File: config.mk
export PLATFORM = sky130hd
export DESIGN_NAME = mp_reg_file
export DESIGN_NICKNAME = d
export VERILOG_FILES = /design/src/rtl/reg_file_pkg.sv /design/src/rtl/reg_file_init_fsm.sv /design/src/rtl/mp_reg_file.sv
export SDC_FILE = /design/constraint.sdc
export NUM_CORES = 1
export LEC_CHECK = 0
export ABC_AREA = 1
export CAP_MARGIN = 20
export CORE_MARGIN = 2
export CORE_UTILIZATION = 55
export DETAILED_ROUTE_END_ITERATION = 16
export MAX_ROUTING_LAYER = met4
export PLACE_DENSITY = 0.74
export SYNTH_ARGS = -nofsm -noshare
export SYNTH_HDL_FRONTEND = slang
export SYNTH_SLANG_ARGS = --single-unit
File: constraint.sdc
create_clock -name clk -period 2 [get_ports clk]
set_input_delay 0.4 -clock clk [delete_from_list [all_inputs] [get_ports clk]]
set_output_delay 0.4 -clock clk [all_outputs]
set_load 0.05 [all_outputs]
File: src/rtl/reg_file_pkg.sv
// Shared types and helpers for the multi-port register file slice.
package reg_file_pkg;

    typedef enum logic {RF_INIT, RF_RUN} rf_state_t;

    localparam int RF_MAX_RD = 4;
    localparam int RF_MAX_WR = 2;

    // Address width that never collapses to zero bits for tiny tables.
    function automatic int rf_clog2_safe(input int depth);
        return (depth <= 2) ? 1 : $clog2(depth);
    endfunction

endpackage

File: src/rtl/reg_file_init_fsm.sv
// Init sweep controller: walks every entry once after reset, then holds RUN and raises ready.
module reg_file_init_fsm
    import reg_file_pkg::*;
#(
    parameter int DEPTH      = 16,
    parameter int ADDR_WIDTH = rf_clog2_safe(DEPTH)
) (
    input  logic                  clk,
    input  logic                  reset,
    output rf_state_t             state,
    output logic                  sweep_we,
    output logic [ADDR_WIDTH-1:0] sweep_addr,
    output logic                  ready
);

    localparam logic [ADDR_WIDTH-1:0] LAST_ENTRY = ADDR_WIDTH'(DEPTH - 1);

    rf_state_t             state_next;
    logic [ADDR_WIDTH-1:0] sweep_ptr;
    logic [ADDR_WIDTH-1:0] sweep_ptr_next;
    logic                  ready_next;

    // NOTE: state registers use non-blocking assignments so every flop samples pre-edge values.
    always_ff @(posedge clk) begin
        if (reset) begin
            state     <= RF_INIT;
            sweep_ptr <= '0;
            ready     <= 1'b0;
        end else begin
            state     <= state_next;
            sweep_ptr <= sweep_ptr_next;
            ready     <= ready_next;
        end
    end

    // NOTE: every output of this block gets a default first, so no latch can be inferred.
    always_comb begin
        state_next     = state;
        sweep_ptr_next = sweep_ptr;
        ready_next     = ready;
        sweep_we       = 1'b0;
        case (state)
            RF_INIT: begin
                sweep_we       = !reset;
                sweep_ptr_next = sweep_ptr + ADDR_WIDTH'(1);
                if (sweep_ptr == LAST_ENTRY) begin
                    state_next     = RF_RUN;
                    ready_next     = 1'b1;
                    sweep_ptr_next = '0;
                end
            end
            RF_RUN: begin
                state_next = RF_RUN;
            end
            default: begin
                state_next = RF_INIT;
            end
        endcase
    end

    assign sweep_addr = sweep_ptr;

endmodule

File: src/rtl/mp_reg_file.sv
// Parametrised multi-port register file with hardware init sweep.
// Optional macro REG_FILE_BYPASS_EN forwards same-cycle write data to matching reads.
module mp_reg_file
    import reg_file_pkg::*;
#(
    parameter int                 WIDTH      = 16,
    parameter int                 DEPTH      = 16,
    parameter int                 ADDR_WIDTH = rf_clog2_safe(DEPTH),
    parameter int                 NUM_RD     = 2,
    parameter int                 NUM_WR     = 1,
    parameter logic [WIDTH-1:0]   RESET_VAL  = '0,
    parameter bit                 ZERO_REG   = 1'b0
) (
    input  logic                         clk,
    input  logic                         reset,
    input  logic [NUM_WR-1:0]            wr_en,
    input  logic [NUM_WR*ADDR_WIDTH-1:0] wr_addr,
    input  logic [NUM_WR*WIDTH-1:0]      wr_data,
    input  logic [NUM_RD*ADDR_WIDTH-1:0] rd_addr,
    output logic [NUM_RD*WIDTH-1:0]      rd_data,
    output logic                         ready
);

    if (DEPTH < 2) begin : g_bad_depth
        $error("mp_reg_file: DEPTH must be at least 2");
    end
    if (NUM_RD < 1 || NUM_RD > RF_MAX_RD) begin : g_bad_rd
        $error("mp_reg_file: NUM_RD out of range");
    end
    if (NUM_WR < 1 || NUM_WR > RF_MAX_WR) begin : g_bad_wr
        $error("mp_reg_file: NUM_WR out of range");
    end

    rf_state_t             state;
    logic                  sweep_we;
    logic [ADDR_WIDTH-1:0] sweep_addr;

    reg_file_init_fsm #(
        .DEPTH      (DEPTH),
        .ADDR_WIDTH (ADDR_WIDTH)
    ) u_init_fsm (
        .clk        (clk),
        .reset      (reset),
        .state      (state),
        .sweep_we   (sweep_we),
        .sweep_addr (sweep_addr),
        .ready      (ready)
    );

    function automatic logic in_range(input logic [ADDR_WIDTH-1:0] a);
        return int'(a) < DEPTH;
    endfunction

    function automatic logic is_zero_reg(input logic [ADDR_WIDTH-1:0] a);
        return ZERO_REG && (a == '0);
    endfunction

    logic [WIDTH-1:0] mem [DEPTH];

    // NOTE: the array has no reset branch; the init sweep is its only initialisation.
    always_ff @(posedge clk) begin
        if (sweep_we) begin
            mem[sweep_addr] <= RESET_VAL;
        end else if (state == RF_RUN) begin
            // Later ports overwrite earlier ones, giving the higher index priority on collision.
            for (int p = 0; p < NUM_WR; p++) begin
                if (wr_en[p] && in_range(wr_addr[p*ADDR_WIDTH +: ADDR_WIDTH]) &&
                    !is_zero_reg(wr_addr[p*ADDR_WIDTH +: ADDR_WIDTH])) begin
                    mem[wr_addr[p*ADDR_WIDTH +: ADDR_WIDTH]] <= wr_data[p*WIDTH +: WIDTH];
                end
            end
        end
    end

    logic [ADDR_WIDTH-1:0] ra;
    logic [WIDTH-1:0]      rv;

    always_comb begin
        rd_data = '0;
        ra      = '0;
        rv      = '0;
        for (int p = 0; p < NUM_RD; p++) begin
            ra = rd_addr[p*ADDR_WIDTH +: ADDR_WIDTH];
            rv = '0;
            if (in_range(ra)) begin
                rv = (state == RF_INIT) ? RESET_VAL : mem[ra];
`ifdef REG_FILE_BYPASS_EN
                if (state == RF_RUN) begin
                    for (int q = 0; q < NUM_WR; q++) begin
                        if (wr_en[q] && (wr_addr[q*ADDR_WIDTH +: ADDR_WIDTH] == ra)) begin
                            rv = wr_data[q*WIDTH +: WIDTH];
                        end
                    end
                end
`endif
            end
            if (is_zero_reg(ra)) begin
                rv = '0;
            end
            rd_data[p*WIDTH +: WIDTH] = rv;
        end
    end

endmodule

==> results of run 1 <==
placed cells by master, fill, tap and decap left out, types with 5 or more instances in the layout:
| cell | Yosys | routed |
|---|---|---|
| buf_6 | 0 | 16 |
| nand2_1 | 523 | 495 |
| nor2_2 | 0 | 16 |
| nand3_4 | 0 | 34 |
| nand2_2 | 0 | 27 |
| bufbuf_16 | 0 | 5 |
| clkinv_2 | 0 | 5 |
| nand3_2 | 0 | 174 |
| buf_16 | 0 | 13 |
| clkdlybuf4s50_1 | 0 | 22 |
| nand3_1 | 453 | 245 |
| inv_2 | 4 | 33 |
| o21ai_0 | 6 | 6 |
| buf_4 | 0 | 61 |
| a21oi_4 | 0 | 28 |
| inv_1 | 287 | 253 |
| edfxtp_1 | 256 | 256 |
| dfxtp_1 | 6 | 5 |
| clkbuf_16 | 0 | 29 |
| nor2_1 | 35 | 19 |
| buf_12 | 0 | 74 |
power breakdown:
part	switching (mW)	total, mW	internal [mW]
sequential	0.0201	6.03	6.01
clock	2.13	5.28	3.15
combinational	1.18	1.88	0.702
final timing paths:
check | start | endpoint | depth (start not counted)
min reg2reg | u_init_fsm.ready | u_init_fsm.ready | 2
max | mem[4][6] | rd_data[22] | 8
max reg2reg | u_init_fsm.state | mem[2][2] | 6
min | u_init_fsm.ready | u_init_fsm.ready | 2
final cells by class:
type | count | area [sq um]
Timing Repair Buffer | 198 | 2930
Inverter | 291 | 1140
Timing Repair inverter | 1 | 8.76
Sequential cell | 262 | 7810
Tap cell | 330 | 413
Multi-Input combinational cell | 1059 | 6360
Fill cell | 1545 | 5500
Clock buffer | 35 | 778
Clock inverter | 17 | 174
per-layer routing:
| layer | vias to the layer above | part of all wire (%) | GRT usage [%] |
|---|---|---|---|
| li1 | 5822 | - | - |
| met1 | 6177 | 34 | 48.5 |
| met2 | 1190 | 46 | 56.6 |
| met3 | 288 | 14 | 7.57 |
| met4 | 0 | 5.6 | 16.7 |
| met5 | - | 0 | - |
sequential cells by signal, indices dropped and copies added (netlist names):
register               count
u_init_fsm.ready           1
mem                      256
u_init_fsm.sweep_addr      4
u_init_fsm.state           1
critical path: cells and delay by family, from the launching register on:
kind / cells / cell delay (ps)
compound gates: 1 / 170
simple gates: 4 / 400
flops: 1 / 350
buf+inv: 3 / 320
cell families after synthesis:
family	after synthesis
and+or+nand+nor	1014
buffers and inverters	399
DFF	262
AOI/OAI and AO/OA	43
xor gates and xnor gates	1
adders and majority gates	1
synth_stat cells:
library cell | number | area [sq um]
nand4_1 | 1 | 6.26
clkbuf_1 | 21 | 78.8
xor2_1 | 1 | 8.76
o21ai_0 | 6 | 30.0
nor2_1 | 35 | 131
edfxtp_1 | 256 | 7690
nor3_1 | 1 | 5.00
nand2_1 | 523 | 1960
and3_1 | 1 | 6.26
dfxtp_1 | 6 | 120
nand3_1 | 453 | 2270
buf_2 | 76 | 380
a21oi_1 | 36 | 180
inv_2 | 4 | 15.0
a211oi_1 | 1 | 7.51
ha_1 | 1 | 12.5
inv_1 | 287 | 1080
buf_1 | 11 | 41.3
stage by stage:
step           setup slack (ps)  TNS [ps]  total power, mW  hold WS [ps]
2_1_floorplan              -149    -35490             6.94           469
3_3_place_gp               -405   -112180             7.44           438
3_5_place_dp               -411   -112630             7.46           450
4_1_cts                    -116     -1610             13.0           457
5_1_grt                    -215     -4550             13.5           487
6_report                   -170     -2870             13.2           452
timing repair:
action,4_1_cts,5_1_grt
setup endpoints to repair,33,32
setup buffers,6,4
resized for setup,220,174
pin swaps,106,99
hold buffers,0,0
cloned,13,0
==> impl_metrics.env, run 1 <==
export IMPL_wire_per_inst_microns=22.6
export IMPL_slowest_stage="edfxtp_1"
export IMPL_power_density_mw_per_mm2=672
export IMPL_die_area_sq_mm=0.0268
export IMPL_syn_num_nets=1752
export IMPL_grt_setup_unrepaired="true"
export IMPL_syn2layout_area_growth_pct=39.9
export IMPL_stdcell_area_sq_mm=0.0196
export IMPL_layout_cells_non_filler=2193
export IMPL_violations="setup timing"
export IMPL_io_pins=64
export IMPL_wl_microns=49500
export IMPL_ys_ff_latch=262
export IMPL_synth_xor_area_share_pct=0.0625
export IMPL_outcome="finished with violations"
export IMPL_dr_total_vias=13500
export IMPL_grt_ovfl_total=0
export IMPL_die_x_microns=164
export IMPL_antenna_found_initial=0
export IMPL_final_nets=1873
export IMPL_die_y_microns=164
export IMPL_first_pass_iters=6
export IMPL_relSlewSlack_pct=29.7
export IMPL_setup_violations=32
export IMPL_worstMarginPinSlew_ps=1050
export IMPL_core_area_sq_mm=0.0251
export IMPL_ctsHtreeMaxLevel=1
export IMPL_grt_pass1_vias=12500
export IMPL_fin_util_pct=78.1
export IMPL_slew_violations=0
export IMPL_cp_required_ps=1600
export IMPL_finClkSkew_ps=13.7
export IMPL_cts_sinks=262
export IMPL_min_path_type="reg -> reg"
export IMPL_crit_type="reg -> out"
export IMPL_place_area_sq_mm=0.0164
export IMPL_diodes=0
export IMPL_max_freq_mhz=461
export IMPL_yosysWarnings=0
export IMPL_synth_top_family_by_area="simple AND/OR/NAND/NOR gates"
export IMPL_fin_crit_ps=2170
export IMPL_place_congestion=0.945
export IMPL_cts_inserted_buffers=28
export IMPL_layout_setup_ws_ps=-170
export IMPL_critPathArrivalTime_ps=1770
export IMPL_yosys_area_share_simple_pct=31.2
export IMPL_grt_max_degree=46
export IMPL_peakVddDrop_uv=683
export IMPL_slowest_delay_ps=350
export IMPL_remaining_drc_errors=0
export IMPL_syn_inst=1720
export IMPL_synth_area_per_cell_sq_um=8.15
export IMPL_final_antenna_net_count=0
export IMPL_worst_path_max_fanout=2
export IMPL_synth_compound_area_share_pct=1.55
export IMPL_drt_iter0_drc=2135
export IMPL_clk_latency_ps=540
export IMPL_track_usage_pct=37.2
export IMPL_vias_per_cell=6.15
export IMPL_synthAdderAreaFrac_pct=0.0893
export IMPL_root_buffer="clkbuf_16"
export IMPL_crit_path_end_kind="output pin"
export IMPL_cp_start_kind="flip-flop"
export IMPL_rows=58
export IMPL_tritoncts="done"
export IMPL_leakagePower_nw=8.51
export IMPL_grt_pass1_wl_microns=72700
export IMPL_cap_violations=0
export IMPL_synth_seq_area_share_pct=55.7
export IMPL_clk_pin_slew_ps=60
export IMPL_reg2reg_setup_slack_ps=150
export IMPL_hpwl_microns=28500
export IMPL_layout_drive_gt1_share_pct=29.0
export IMPL_place_port_buffers=63
export IMPL_worstPathCellList="inv_2 -> nand2_1 -> nand3_1 -> nand3_2 -> nand3_4 -> a21oi_4 -> buf_6 -> buf_12"
export IMPL_min_period_over_period_pct=108
export IMPL_muxShareOfSynthArea_pct=0
export IMPL_cts_buffer_depth=3
export IMPL_synthesis_area_sq_mm=0.0140
export IMPL_hold_violations=0
export IMPL_start_util_pct=55.8
export IMPL_dp_cells=2115
export IMPL_synthDistinctLibCells=18
Note: power is estimated with default switching activity, not from simulation.
==> run 2: changes to the inputs <==
Settings changed: CELL_PAD_IN_SITES_DETAIL_PLACEMENT from default to 2, CELL_PAD_IN_SITES_GLOBAL_PLACEMENT from default to 2, CORE_UTILIZATION 55 to 34, PLACE_DENSITY 0.74 to 0.75.
==> run 2 against run 1 <==
  * The flow still finishes with violations (setup timing)
  * Largest power group unchanged
  * Flip-flop and latch count unchanged
  * First-iteration DRC count shrank 27%
  * Global-route usage decreased by 0.73 points
  * Worst hold slack improved by 96 ps
  * Count of clock-buffer cells in the layout shrank 4
  * Critical path depth did not move
==> impl_metrics.env, run 2 (synthesis gave the netlist of run 1 again) <==
export IMPL_outcome="finished with violations"
export IMPL_violations="setup timing"
export IMPL_drt_iter0_drc=1549
export IMPL_largest_register="mem"
export IMPL_critPathArrivalTime_ps=2060
export IMPL_slew_violations=0
export IMPL_worstSetupStartpoint="mem[5][4]"
export IMPL_min_path_type="reg -> reg"
export IMPL_max_freq_mhz=406
export IMPL_hpwl_microns=44600
export IMPL_p_seq_share_pct=42.8
export IMPL_worstMarginPinSlew_ps=488
export IMPL_use_met3_pct=5.00
export IMPL_switching_share_pct=29.9
export IMPL_layout_setup_ws_ps=-464
export IMPL_vias_per_cell=6.14
export IMPL_hold_violations=0
export IMPL_remaining_drc_errors=0
export IMPL_wl_microns=88300
export IMPL_track_usage_pct=36.5
export IMPL_final_antenna_net_count=0
export IMPL_cts_buffer_depth=3
export IMPL_layout_commonest_cell="nand2_1"
export IMPL_core_area_sq_mm=0.0407
export IMPL_netSwitchingPower_mw=4.22
export IMPL_root_buffer="clkbuf_16"
export IMPL_fin_crit_ps=2460
export IMPL_place_port_buffers=63
export IMPL_diodes=0
export IMPL_cts_sinks=262
export IMPL_dr_total_vias=15100
export IMPL_io_pins=64
export IMPL_clkPwrFrac_pct=40.2
export IMPL_final_nets=1944
export IMPL_worst_path_max_fanout=2
export IMPL_rr_endpoint="mem[13][5]"
export IMPL_clk_latency_ps=590
export IMPL_ctsHtreeMaxLevel=1
export IMPL_hold_start="u_init_fsm.ready"
export IMPL_cp_required_ps=1600
export IMPL_syn2layout_area_growth_pct=49.0
export IMPL_grt_setup_unrepaired="true"
export IMPL_cts_inserted_buffers=29
export IMPL_grt_ovfl_total=0
export IMPL_use_met2_pct=62.1
export IMPL_tritoncts="done"
export IMPL_final_cell_mix="nand2_1 (454), edfxtp_1 (256), nand3_1 (230)"
export IMPL_reg2reg_setup_slack_ps=-50
export IMPL_grt_busiest_layer="met2"
export IMPL_grt_pass1_vias=15900
export IMPL_crit_type="reg -> out"
export IMPL_finClkSkew_ps=13.4
export IMPL_total_power_mw=14.1
export IMPL_fin_util_pct=51.3
export IMPL_first_pass_iters=5
export IMPL_rows=74
export IMPL_grt_max_degree=33
export IMPL_antenna_found_initial=0
export IMPL_nFillCells=4102
export IMPL_crit_path_end_kind="output pin"
export IMPL_cp_start_kind="flip-flop"
export IMPL_layout_drive_gt1_share_pct=36.9
export IMPL_peakVddDrop_uv=575
export IMPL_cap_violations=0
export IMPL_place_congestion=0.859
export IMPL_die_y_microns=207
export IMPL_r2r_cells=9
export IMPL_power_density_mw_per_mm2=675
export IMPL_wire_per_inst_microns=35.8
export IMPL_die_x_microns=207
export IMPL_intPower_mw=9.89
export IMPL_die_area_sq_mm=0.0429
export IMPL_rr_startpoint="u_init_fsm.state"
export IMPL_fin_tns_setup_ps=-10370
export IMPL_min_period_over_period_pct=123
export IMPL_leakagePower_nw=8.99
export IMPL_pwr_share_comb_pct=16.9
export IMPL_start_util_pct=34.4
export IMPL_holdWs_ps=548
export IMPL_largest_register_ffs=256
export IMPL_setup_violations=72
export IMPL_crit_end="rd_data[20]"
export IMPL_grt_pass1_wl_microns=112000
export IMPL_use_met1_pct=40.8
export IMPL_clk_pin_slew_ps=70
export IMPL_relSlewSlack_pct=67.6
[run 2: cell types whose count changed in the layout (fill, tap and decap cells not counted), sizes merged]
cell,before,now
buf,166,235
bufbuf,5,8
clkbuf,35,32
clkdlybuf4s15,1,0
clkdlybuf4s50,22,23
dlygate4sd2,4,2
inv,290,292
[run 2: routing by layer]
layer,vias to the layer above,part of all wire [%],wire (microns)
met5,-,0,0
met4,0,9.5,8430
met3,463,7.0,6220
met2,997,48,42100
met1,7687,36,31500
li1,5971,-,-
[run 2: cell type report]
type,count,area [sq um],area share (%)
Clock inverter,20,188,0.898
Multi-Input combinational cell,1059,6590,31.5
Inverter,291,1130,5.40
Sequential cell,262,7810,37.4
Clock buffer,31,733,3.51
Tap cell,532,666,3.19
Timing Repair Buffer,269,3780,18.1
[run 2: what timing repair did]
action                     in CTS  in global routing
pin swaps                      96                101
setup buffers                  22                  5
resized for setup             275                212
hold buffers                    0                  0
gates cloned                   12                  1
setup endpoints to repair     159                288
[run 2: through the flow]
step,instances,setup slack (ps),instance area [sq um]
after floorplan,1720,-149,14100
after global placement,2373,-460,17300
after detailed placement,2373,-555,17300
after CTS,2458,-283,20000
after global routing,2464,-480,20900
final,2464,-464,20900
[run 2: power by group through the flow]
stage	Combinational (mW)	Clock (mW)	Sequential, mW
finish	2.39	5.67	6.04
global route	2.45	5.83	6.04
CTS	1.99	5.41	6.03
detailed placement	1.60	0	6.15
global placement	1.53	0	6.15
floorplan	0.798	0	6.14
[run 2: critical path, cell delays in order (launching register included)]
cell and delay (ps):
edfxtp_1 420, inv_2 80, nand2_1 110, nand3_2 130, nand3_2 150, nand3_2 120, a21oi_2 190, buf_6 140
buf_12 130
[run 2: worst min-delay path by stage]
stage	slack (ps)	to	depth (start not counted)
after global routing	590	u_init_fsm.ready	2
after detailed placement	500	u_init_fsm.ready	2
after floorplan	470	u_init_fsm.ready	1
after CTS	520	u_init_fsm.ready	2
after global placement	470	u_init_fsm.ready	2
final	550	u_init_fsm.ready	2
